**src/rtl/jts16b_busarb.sv**
```systemverilog
// jts16b_busarb: System 16B main-bus arbiter between the 68000 and the i8751
// MCU's indirect transfers. Runs the BR/BG/BGACK handshake, drives the shared
// strobes/address/data while the MCU owns the bus, counts region wait states
// and enforces a holdoff so the CPU gets a bus cycle between MCU transfers.
module jts16b_busarb #(
  parameter int unsigned TIMEOUT = 255,
  parameter int unsigned HOLDOFF = 4
) (
  input  logic        clk,
  input  logic        rst,
  input  logic        cen,
  input  logic        mcu_rq,
  input  logic        mcu_rnw,
  input  logic [22:0] mcu_addr,
  input  logic [15:0] mcu_wdata,
  output logic [15:0] mcu_rdata,
  output logic        mcu_ack,
  output logic        mcu_err,
  output logic        cpu_brn,
  input  logic        cpu_bgn,
  output logic        cpu_bgackn,
  input  logic        cpu_asn,
  output logic        bus_mcu,
  output logic        bus_asn,
  output logic        bus_rnw,
  output logic [22:0] bus_addr,
  output logic [15:0] bus_din,
  input  logic [15:0] bus_dout,
  input  logic        bus_ok,
  input  logic [1:0]  wait_cyc
);

  localparam logic [1:0] ST_IDLE   = 2'd0;
  localparam logic [1:0] ST_REQ    = 2'd1;
  localparam logic [1:0] ST_ACCESS = 2'd2;
  localparam logic [1:0] ST_DONE   = 2'd3;

  localparam logic [7:0] TO_L   = TIMEOUT[7:0];
  localparam logic [7:0] HOLD_L = HOLDOFF[7:0];

  logic [1:0]  st_q, st_d;
  logic        rnw_q, rnw_d;
  logic [22:0] addr_q, addr_d;
  logic [15:0] wdata_q, wdata_d;
  logic [15:0] rdata_q, rdata_d;
  logic        ack_q, ack_d;
  logic        err_q, err_d;
  logic        eflag_q, eflag_d;
  logic        brn_q, brn_d;
  logic        bgackn_q, bgackn_d;
  logic        asn_q, asn_d;
  logic        mcu_q, mcu_d;
  logic [1:0]  wcnt_q, wcnt_d;
  logic [7:0]  tcnt_q, tcnt_d;
  logic [7:0]  hold_q, hold_d;
  logic        cpu_asn_q;

  logic [7:0]  tcnt_inc;
  logic [1:0]  wcnt_nx;
  logic        as_rise;

  // Next-state logic for the transfer sequencer, holdoff and timeout counters
  always_comb begin
    st_d     = st_q;
    rnw_d    = rnw_q;
    addr_d   = addr_q;
    wdata_d  = wdata_q;
    rdata_d  = rdata_q;
    ack_d    = 1'b0;
    err_d    = 1'b0;
    eflag_d  = eflag_q;
    brn_d    = brn_q;
    bgackn_d = bgackn_q;
    asn_d    = asn_q;
    mcu_d    = mcu_q;
    wcnt_d   = wcnt_q;
    tcnt_d   = tcnt_q;
    hold_d   = hold_q;
    wcnt_nx  = 2'd0;
    tcnt_inc = (tcnt_q == 8'hFF) ? 8'hFF : tcnt_q + 8'd1;
    as_rise  = cpu_asn & ~cpu_asn_q;

    if (cen && hold_q != 8'd0) hold_d = hold_q - 8'd1;
    if (as_rise) hold_d = 8'd0;

    if (cen) begin
      case (st_q)
        ST_IDLE: begin
          if (mcu_rq && hold_q == 8'd0) begin
            rnw_d   = mcu_rnw;
            addr_d  = mcu_addr;
            wdata_d = mcu_wdata;
            eflag_d = 1'b0;
            brn_d   = 1'b0;
            tcnt_d  = 8'd0;
            st_d    = ST_REQ;
          end
        end
        ST_REQ: begin
          if (!cpu_bgn && cpu_asn && bgackn_q) begin
            bgackn_d = 1'b0;
            brn_d    = 1'b1;
            mcu_d    = 1'b1;
            tcnt_d   = 8'd0;
            st_d     = ST_ACCESS;
          end else if (tcnt_inc == TO_L) begin
            // Withdraw BR as soon as we give up rather than a tick later.
            brn_d   = 1'b1;
            eflag_d = 1'b1;
            tcnt_d  = 8'd0;
            st_d    = ST_DONE;
          end else begin
            tcnt_d = tcnt_inc;
          end
        end
        ST_ACCESS: begin
          // The wait count is judged on its post-update value so that the
          // strobe stays low for exactly 1 + wait_cyc ticks.
          if (asn_q) begin
            asn_d   = 1'b0;
            wcnt_nx = wait_cyc;
          end else begin
            wcnt_nx = (wcnt_q != 2'd0) ? wcnt_q - 2'd1 : 2'd0;
          end
          wcnt_d = wcnt_nx;
          if (wcnt_nx == 2'd0 && bus_ok) begin
            if (rnw_q) rdata_d = bus_dout;
            tcnt_d = 8'd0;
            st_d   = ST_DONE;
          end else if (tcnt_inc == TO_L) begin
            eflag_d = 1'b1;
            tcnt_d  = 8'd0;
            st_d    = ST_DONE;
          end else begin
            tcnt_d = tcnt_inc;
          end
        end
        default: begin
          asn_d    = 1'b1;
          mcu_d    = 1'b0;
          bgackn_d = 1'b1;
          brn_d    = 1'b1;
          ack_d    = ~eflag_q;
          err_d    = eflag_q;
          hold_d   = HOLD_L;
          tcnt_d   = 8'd0;
          st_d     = ST_IDLE;
        end
      endcase
    end
  end

  // State registers with synchronous reset
  always_ff @(posedge clk) begin
    if (rst) begin
      st_q      <= ST_IDLE;
      rnw_q     <= 1'b1;
      addr_q    <= '0;
      wdata_q   <= '0;
      rdata_q   <= '0;
      ack_q     <= 1'b0;
      err_q     <= 1'b0;
      eflag_q   <= 1'b0;
      brn_q     <= 1'b1;
      bgackn_q  <= 1'b1;
      asn_q     <= 1'b1;
      mcu_q     <= 1'b0;
      wcnt_q    <= '0;
      tcnt_q    <= '0;
      hold_q    <= '0;
      cpu_asn_q <= 1'b1;
    end else begin
      st_q      <= st_d;
      rnw_q     <= rnw_d;
      addr_q    <= addr_d;
      wdata_q   <= wdata_d;
      rdata_q   <= rdata_d;
      ack_q     <= ack_d;
      err_q     <= err_d;
      eflag_q   <= eflag_d;
      brn_q     <= brn_d;
      bgackn_q  <= bgackn_d;
      asn_q     <= asn_d;
      mcu_q     <= mcu_d;
      wcnt_q    <= wcnt_d;
      tcnt_q    <= tcnt_d;
      hold_q    <= hold_d;
      cpu_asn_q <= cpu_asn;
    end
  end

  assign mcu_rdata  = rdata_q;
  assign mcu_ack    = ack_q;
  assign mcu_err    = err_q;
  assign cpu_brn    = brn_q;
  assign cpu_bgackn = bgackn_q;
  assign bus_mcu    = mcu_q;
  assign bus_asn    = asn_q;
  assign bus_rnw    = mcu_q ? rnw_q : 1'b1;
  assign bus_addr   = addr_q;
  assign bus_din    = wdata_q;

endmodule
```
**config.mk**
```make
export PLATFORM = sky130hd
export DESIGN_NAME = jts16b_busarb
export DESIGN_NICKNAME = d
export VERILOG_FILES = /design/src/rtl/jts16b_busarb.sv
export SDC_FILE = /design/constraint.sdc
export NUM_CORES = 1
export LEC_CHECK = 0
export CAP_MARGIN = 10
export CORE_ASPECT_RATIO = 1.2
export CORE_MARGIN = 5
export CORE_UTILIZATION = 40
export CTS_CLUSTER_DIAMETER = 40
export DETAILED_ROUTE_END_ITERATION = 10
export GPL_TIMING_DRIVEN = 0
export HOLD_SLACK_MARGIN = 0.06
export MAX_ROUTING_LAYER = met4
export PLACE_DENSITY = 0.75
export SYNTH_ARGS = -nofsm -noshare
export SYNTH_HDL_FRONTEND = slang
export SYNTH_SLANG_ARGS = --single-unit
```
**constraint.sdc**
```tcl
create_clock -name clk -period 1.7 [get_ports clk]
set_input_delay 0.255 -clock clk [delete_from_list [all_inputs] [get_ports clk]]
set_output_delay 0.255 -clock clk [all_outputs]
set_load 0.05 [all_outputs]
```
==> impl_metrics.prom <==
# TYPE chip_impl_metric gauge
chip_impl_metric{name="reg2regPathDepth",unit=""} 10
chip_impl_metric{name="share_of_flip_flops_with_an_asynchronous_set_or_reset_after_synthesis",unit=""} 0
chip_impl_info{name="grt_setup_unrepaired",value="true"} 1
chip_impl_info{name="critPathTopFamily",value="simple AND/OR/NAND/NOR gates"} 1
chip_impl_metric{name="grt_util_all_layers",unit=""} 0.206
chip_impl_metric{name="route.vias.total",unit=""} 3767
chip_impl_metric{name="drive_gt1_frac",unit=""} 0.337
chip_impl_metric{name="hpwl",unit="um"} 7660
chip_impl_metric{name="finalHoldWorstSlack",unit="ns"} 0.330
chip_impl_metric{name="postSynthAreaPerCell",unit="sq um"} 8.64
chip_impl_info{name="timing.rr.end",value="bus_addr[20]"} 1
chip_impl_metric{name="route.detailed.drc",unit=""} 0
chip_impl_info{name="outcome",value="complete, but fails checks"} 1
chip_impl_metric{name="h-tree-depth",unit=""} 3
chip_impl_metric{name="antenna_left",unit=""} 0
chip_impl_metric{name="timing.final.crit_share",unit=""} 1.10
chip_impl_metric{name="syn_area",unit="sq um"} 3650
chip_impl_info{name="post_synth_main_area_contributors",value="sky130_fd_sc_hd__dfxtp_1 (46%), sky130_fd_sc_hd__nand2_1 (9.7%), sky130_fd_sc_hd__a21oi_1 (6.5%)"} 1
chip_impl_metric{name="report.final.slew_viol_count",unit=""} 0
chip_impl_metric{name="yosys.cell_types.count",unit=""} 56
chip_impl_metric{name="finished_core_util",unit=""} 0.695
chip_impl_metric{name="post-route-min-period",unit="ns"} 1.87
chip_impl_metric{name="synth_xor_area_frac",unit=""} 0.0216
chip_impl_metric{name="wirelength",unit="um"} 12100
chip_impl_metric{name="floorplan.die_area",unit="sq um"} 11100
chip_impl_metric{name="die_h",unit="um"} 115
chip_impl_metric{name="peak_ir_drop_on_the_vdd_network",unit="uV"} 670
chip_impl_metric{name="number_of_buffer_and_inverter_stages_on_the_critical_path",unit=""} 4
chip_impl_metric{name="grt_start_max_net_pins",unit=""} 15
chip_impl_info{name="violated_checks",value="negative setup slack"} 1
chip_impl_metric{name="cts_buffers",unit=""} 9
chip_impl_metric{name="fin_worst_skew",unit="ns"} 0.00711
chip_impl_metric{name="wl_per_cell",unit="um"} 16.9
chip_impl_metric{name="insertedDiodeCount",unit=""} 0
chip_impl_info{name="hold_removal_path_class",value="input port to register"} 1
chip_impl_info{name="crit-reg2reg-launch",value="hold_q[1]"} 1
chip_impl_metric{name="floorplan.rows",unit=""} 38
chip_impl_metric{name="setup_violations",unit=""} 53
chip_impl_metric{name="switching_share",unit=""} 0.408
chip_impl_metric{name="fp.coreArea",unit="sq um"} 8990
chip_impl_metric{name="gp_congestion",unit=""} 0.902
chip_impl_metric{name="synth-seq-area-share",unit=""} 0.461
chip_impl_metric{name="total_global_routing_overflow",unit=""} 0
chip_impl_metric{name="detailedRoute.firstPassIterationCount",unit=""} 4
chip_impl_metric{name="remaining_max_slew_budget_at_the_tightest_pin",unit=""} 0.515
chip_impl_metric{name="power.total",unit="mW"} 7.35
chip_impl_info{name="clk_root_buffer_cell",value="sky130_fd_sc_hd__clkbuf_8"} 1
chip_impl_metric{name="cellInternalPower",unit="mW"} 4.35
chip_impl_metric{name="clkTransAtPathRegs",unit="ns"} 0.08
chip_impl_metric{name="critPathRequiredTime",unit="ns"} 1.98
chip_impl_metric{name="yosys_warnings",unit=""} 0
chip_impl_info{name="holdCritStartpoint",value="cen"} 1
chip_impl_metric{name="ios",unit=""} 127
chip_impl_info{name="critPathSlowestCell",value="sky130_fd_sc_hd__dfxtp_2"} 1
chip_impl_metric{name="synthesis.instances",unit=""} 422
chip_impl_metric{name="cts_hold_buf",unit=""} 0
chip_impl_info{name="critPathLaunchType",value="register"} 1
chip_impl_info{name="min_to",value="hold_q[2]"} 1
chip_impl_metric{name="share_clk_of_total_power",unit=""} 0.176
chip_impl_metric{name="post-synth-top-area-fraction",unit=""} 0.461
chip_impl_info{name="critical_path_class",value="register to register"} 1
chip_impl_metric{name="synth-adder-area-share",unit=""} 0.0275
chip_impl_info{name="cp-end-kind",value="register"} 1
chip_impl_metric{name="synthSimpleGateAreaFrac",unit=""} 0.231
chip_impl_metric{name="max-clock-path-buffers",unit=""} 2
chip_impl_metric{name="clock_latency",unit="ns"} 0.35
chip_impl_metric{name="first_iter_violations",unit=""} 151
chip_impl_info{name="synth_top_family_by_area",value="simple AND/OR/NAND/NOR gates"} 1
chip_impl_metric{name="synth-compound-area-share",unit=""} 0.158
chip_impl_metric{name="power.sequential.fraction",unit=""} 0.336
chip_impl_metric{name="synth_nets",unit=""} 495
chip_impl_metric{name="hold_depth",unit=""} 3
chip_impl_metric{name="grt_first_pass_wirelength",unit="um"} 18300
chip_impl_info{name="worst_path_cell_trace",value="inv_2, ha_4, nor3b_4, and3_4, and3_4, buf_12, buf_4, buf_12, nand2_4, a21oi_2"} 1
chip_impl_metric{name="total_leakage_power",unit="nW"} 2.72
chip_impl_metric{name="post-route-worst-setup-slack",unit="ns"} -0.173
chip_impl_info{name="synth.cells.most_frequent",value="sky130_fd_sc_hd__nand2_1 (94), sky130_fd_sc_hd__dfxtp_1 (84), sky130_fd_sc_hd__a21oi_1 (47)"} 1
chip_impl_metric{name="io_buffers",unit=""} 125
chip_impl_metric{name="initial_core_util",unit=""} 0.406
chip_impl_metric{name="worst_path_largest_cell_delay",unit="ns"} 0.34
chip_impl_metric{name="synth_enable_flop_cells",unit=""} 0
chip_impl_metric{name="antenna_found_initial",unit=""} 0
chip_impl_metric{name="synth.area.mux_share",unit=""} 0.0439
chip_impl_metric{name="power.density",unit="nW/um^2"} 1180
chip_impl_metric{name="regToRegSetupSlack",unit="ns"} -0.17
chip_impl_metric{name="power.switching",unit="mW"} 3.00
chip_impl_metric{name="pwr-share-comb",unit=""} 0.488
chip_impl_info{name="synth.largest_area_cell",value="sky130_fd_sc_hd__dfxtp_1"} 1
chip_impl_metric{name="nets",unit=""} 664
chip_impl_info{name="tritoncts",value="done"} 1
chip_impl_metric{name="timing.fmax",unit="GHz"} 0.534
chip_impl_metric{name="critical_path.max_fanout",unit=""} 8
chip_impl_info{name="synth_most_common_cell",value="sky130_fd_sc_hd__nand2_1"} 1
chip_impl_metric{name="post-route-cell-area",unit="sq um"} 6240
chip_impl_metric{name="drv_cap",unit=""} 0
chip_impl_metric{name="die_width",unit="um"} 97.2
chip_impl_metric{name="area.growth.synth_to_final",unit="%"} 71.2
chip_impl_info{name="top_flip_flop_cell_by_instance_count_after_synthesis",value="sky130_fd_sc_hd__dfxtp_1"} 1
chip_impl_metric{name="cts_sinks",unit=""} 84
chip_impl_metric{name="timing.final.hold_violations",unit=""} 0
chip_impl_metric{name="tightest_slew",unit="ns"} 0.727
chip_impl_metric{name="yosys_register_bits",unit=""} 84
chip_impl_metric{name="via_count_of_the_first_global_routing_pass",unit=""} 3698
chip_impl_metric{name="post-place-ws",unit="ns"} -0.602
chip_impl_metric{name="detailed_place.area",unit="sq um"} 5070
chip_impl_metric{name="critical_path_arrival",unit="ns"} 2.15
chip_impl_metric{name="via_per_inst",unit=""} 5.26
==> flip-flops by register name, summed over array words and instances (netlist names), 2 cells and up <==
name / cells
mcu_rdata: 16
tcnt_q: 8
hold_q: 8
bus_addr: 23
bus_din: 16
st_q: 2
wcnt_q: 2
==> tightest hold or removal path: stages <==
cell and delay [ns]:
sky130_fd_sc_hd__buf_2 0.19, sky130_fd_sc_hd__nand2_1 0.12, sky130_fd_sc_hd__o22ai_1 0.07
==> routing by layer <==
metal / vias to the layer above / part of all wire / track usage / routed length, um
li1: 1807 / - / - / -
met1: 1813 / 0.39 / 0.231 / 4740
met2: 125 / 0.54 / 0.370 / 6590
met3: 22 / 0.050 / 0.0414 / 603
met4: 0 / 0.015 / 0.0618 / 179
met5: - / 0 / - / 0
==> how the worst max path moves through the flow <==
stage	startpoint	to	slack [ns]	cells past startpoint
detailed placement	rst	bus_addr[10]	-0.60	5
finish	hold_q[1]	bus_addr[20]	-0.17	10
global placement	rst	bus_addr[14]	-0.58	5
CTS	hold_q[1]	bus_addr[2]	-0.1	10
global route	hold_q[1]	bus_addr[20]	-0.26	10
floorplan	bus_asn	mcu_rdata[10]	-0.007	7
==> kinds of logic (layout without fill, tap and decap cells) <==
family,Yosys count,count (layout)
simple gates,179,179
buf+inv,38,212
mux,16,16
fa+ha+maj,8,8
compound gates,88,88
flops,84,84
xor+xnor,9,9
==> stage by stage <==
stage,instances,setup TNS [ns]
after floorplan,422,-0.0710
after global placement,667,-33.89
after detailed placement,667,-34.15
after CTS,708,-2.35
after global routing,716,-9.32
final,716,-4.16
==> cell usage in the layout, fill, tap and decap left out, drive strengths merged, types with 4 or more instances in the layout <==
master / count
nor2: 30
a32o: 7
nand4: 5
nand3: 9
and2: 4
inv: 13
nor4: 8
buf: 48
ha: 8
a31oi: 5
mux2i: 16
xnor2: 4
nand2: 94
o21ai: 7
clkbuf: 22
xor2: 5
clkdlybuf4s50: 62
a21oi: 47
o211ai: 4
dfxtp: 84
dlygate4sd2: 63
and3: 7
==> power by group through the flow <==
stage               Sequential (mW)  Clock, mW  Combinational, mW
floorplan                      3.14          0               1.07
global placement               2.45          0               2.55
detailed placement             2.47          0               2.58
CTS                            2.42       1.32               3.16
global route                   2.50       1.42               3.80
finish                         2.47       1.29               3.59
==> cell type report <==
type	instances	area, sq um
buffer	24	235
clock buffer	11	141
clock inverter	5	36.3
fill	689	2740
inverter	12	50.0
multi-input combinational	300	2350
sequential	84	1700
tap	120	150
timing repair buffer	160	1580
==> timing repair <==
item                                    in CTS  in global routing
resized for setup                          152                119
pin swaps                                   25                 60
endpoints found under the setup margin     134                 76
cloned                                       6                  1
setup buffers                               19                 12
(Power assumes the default switching activity.)
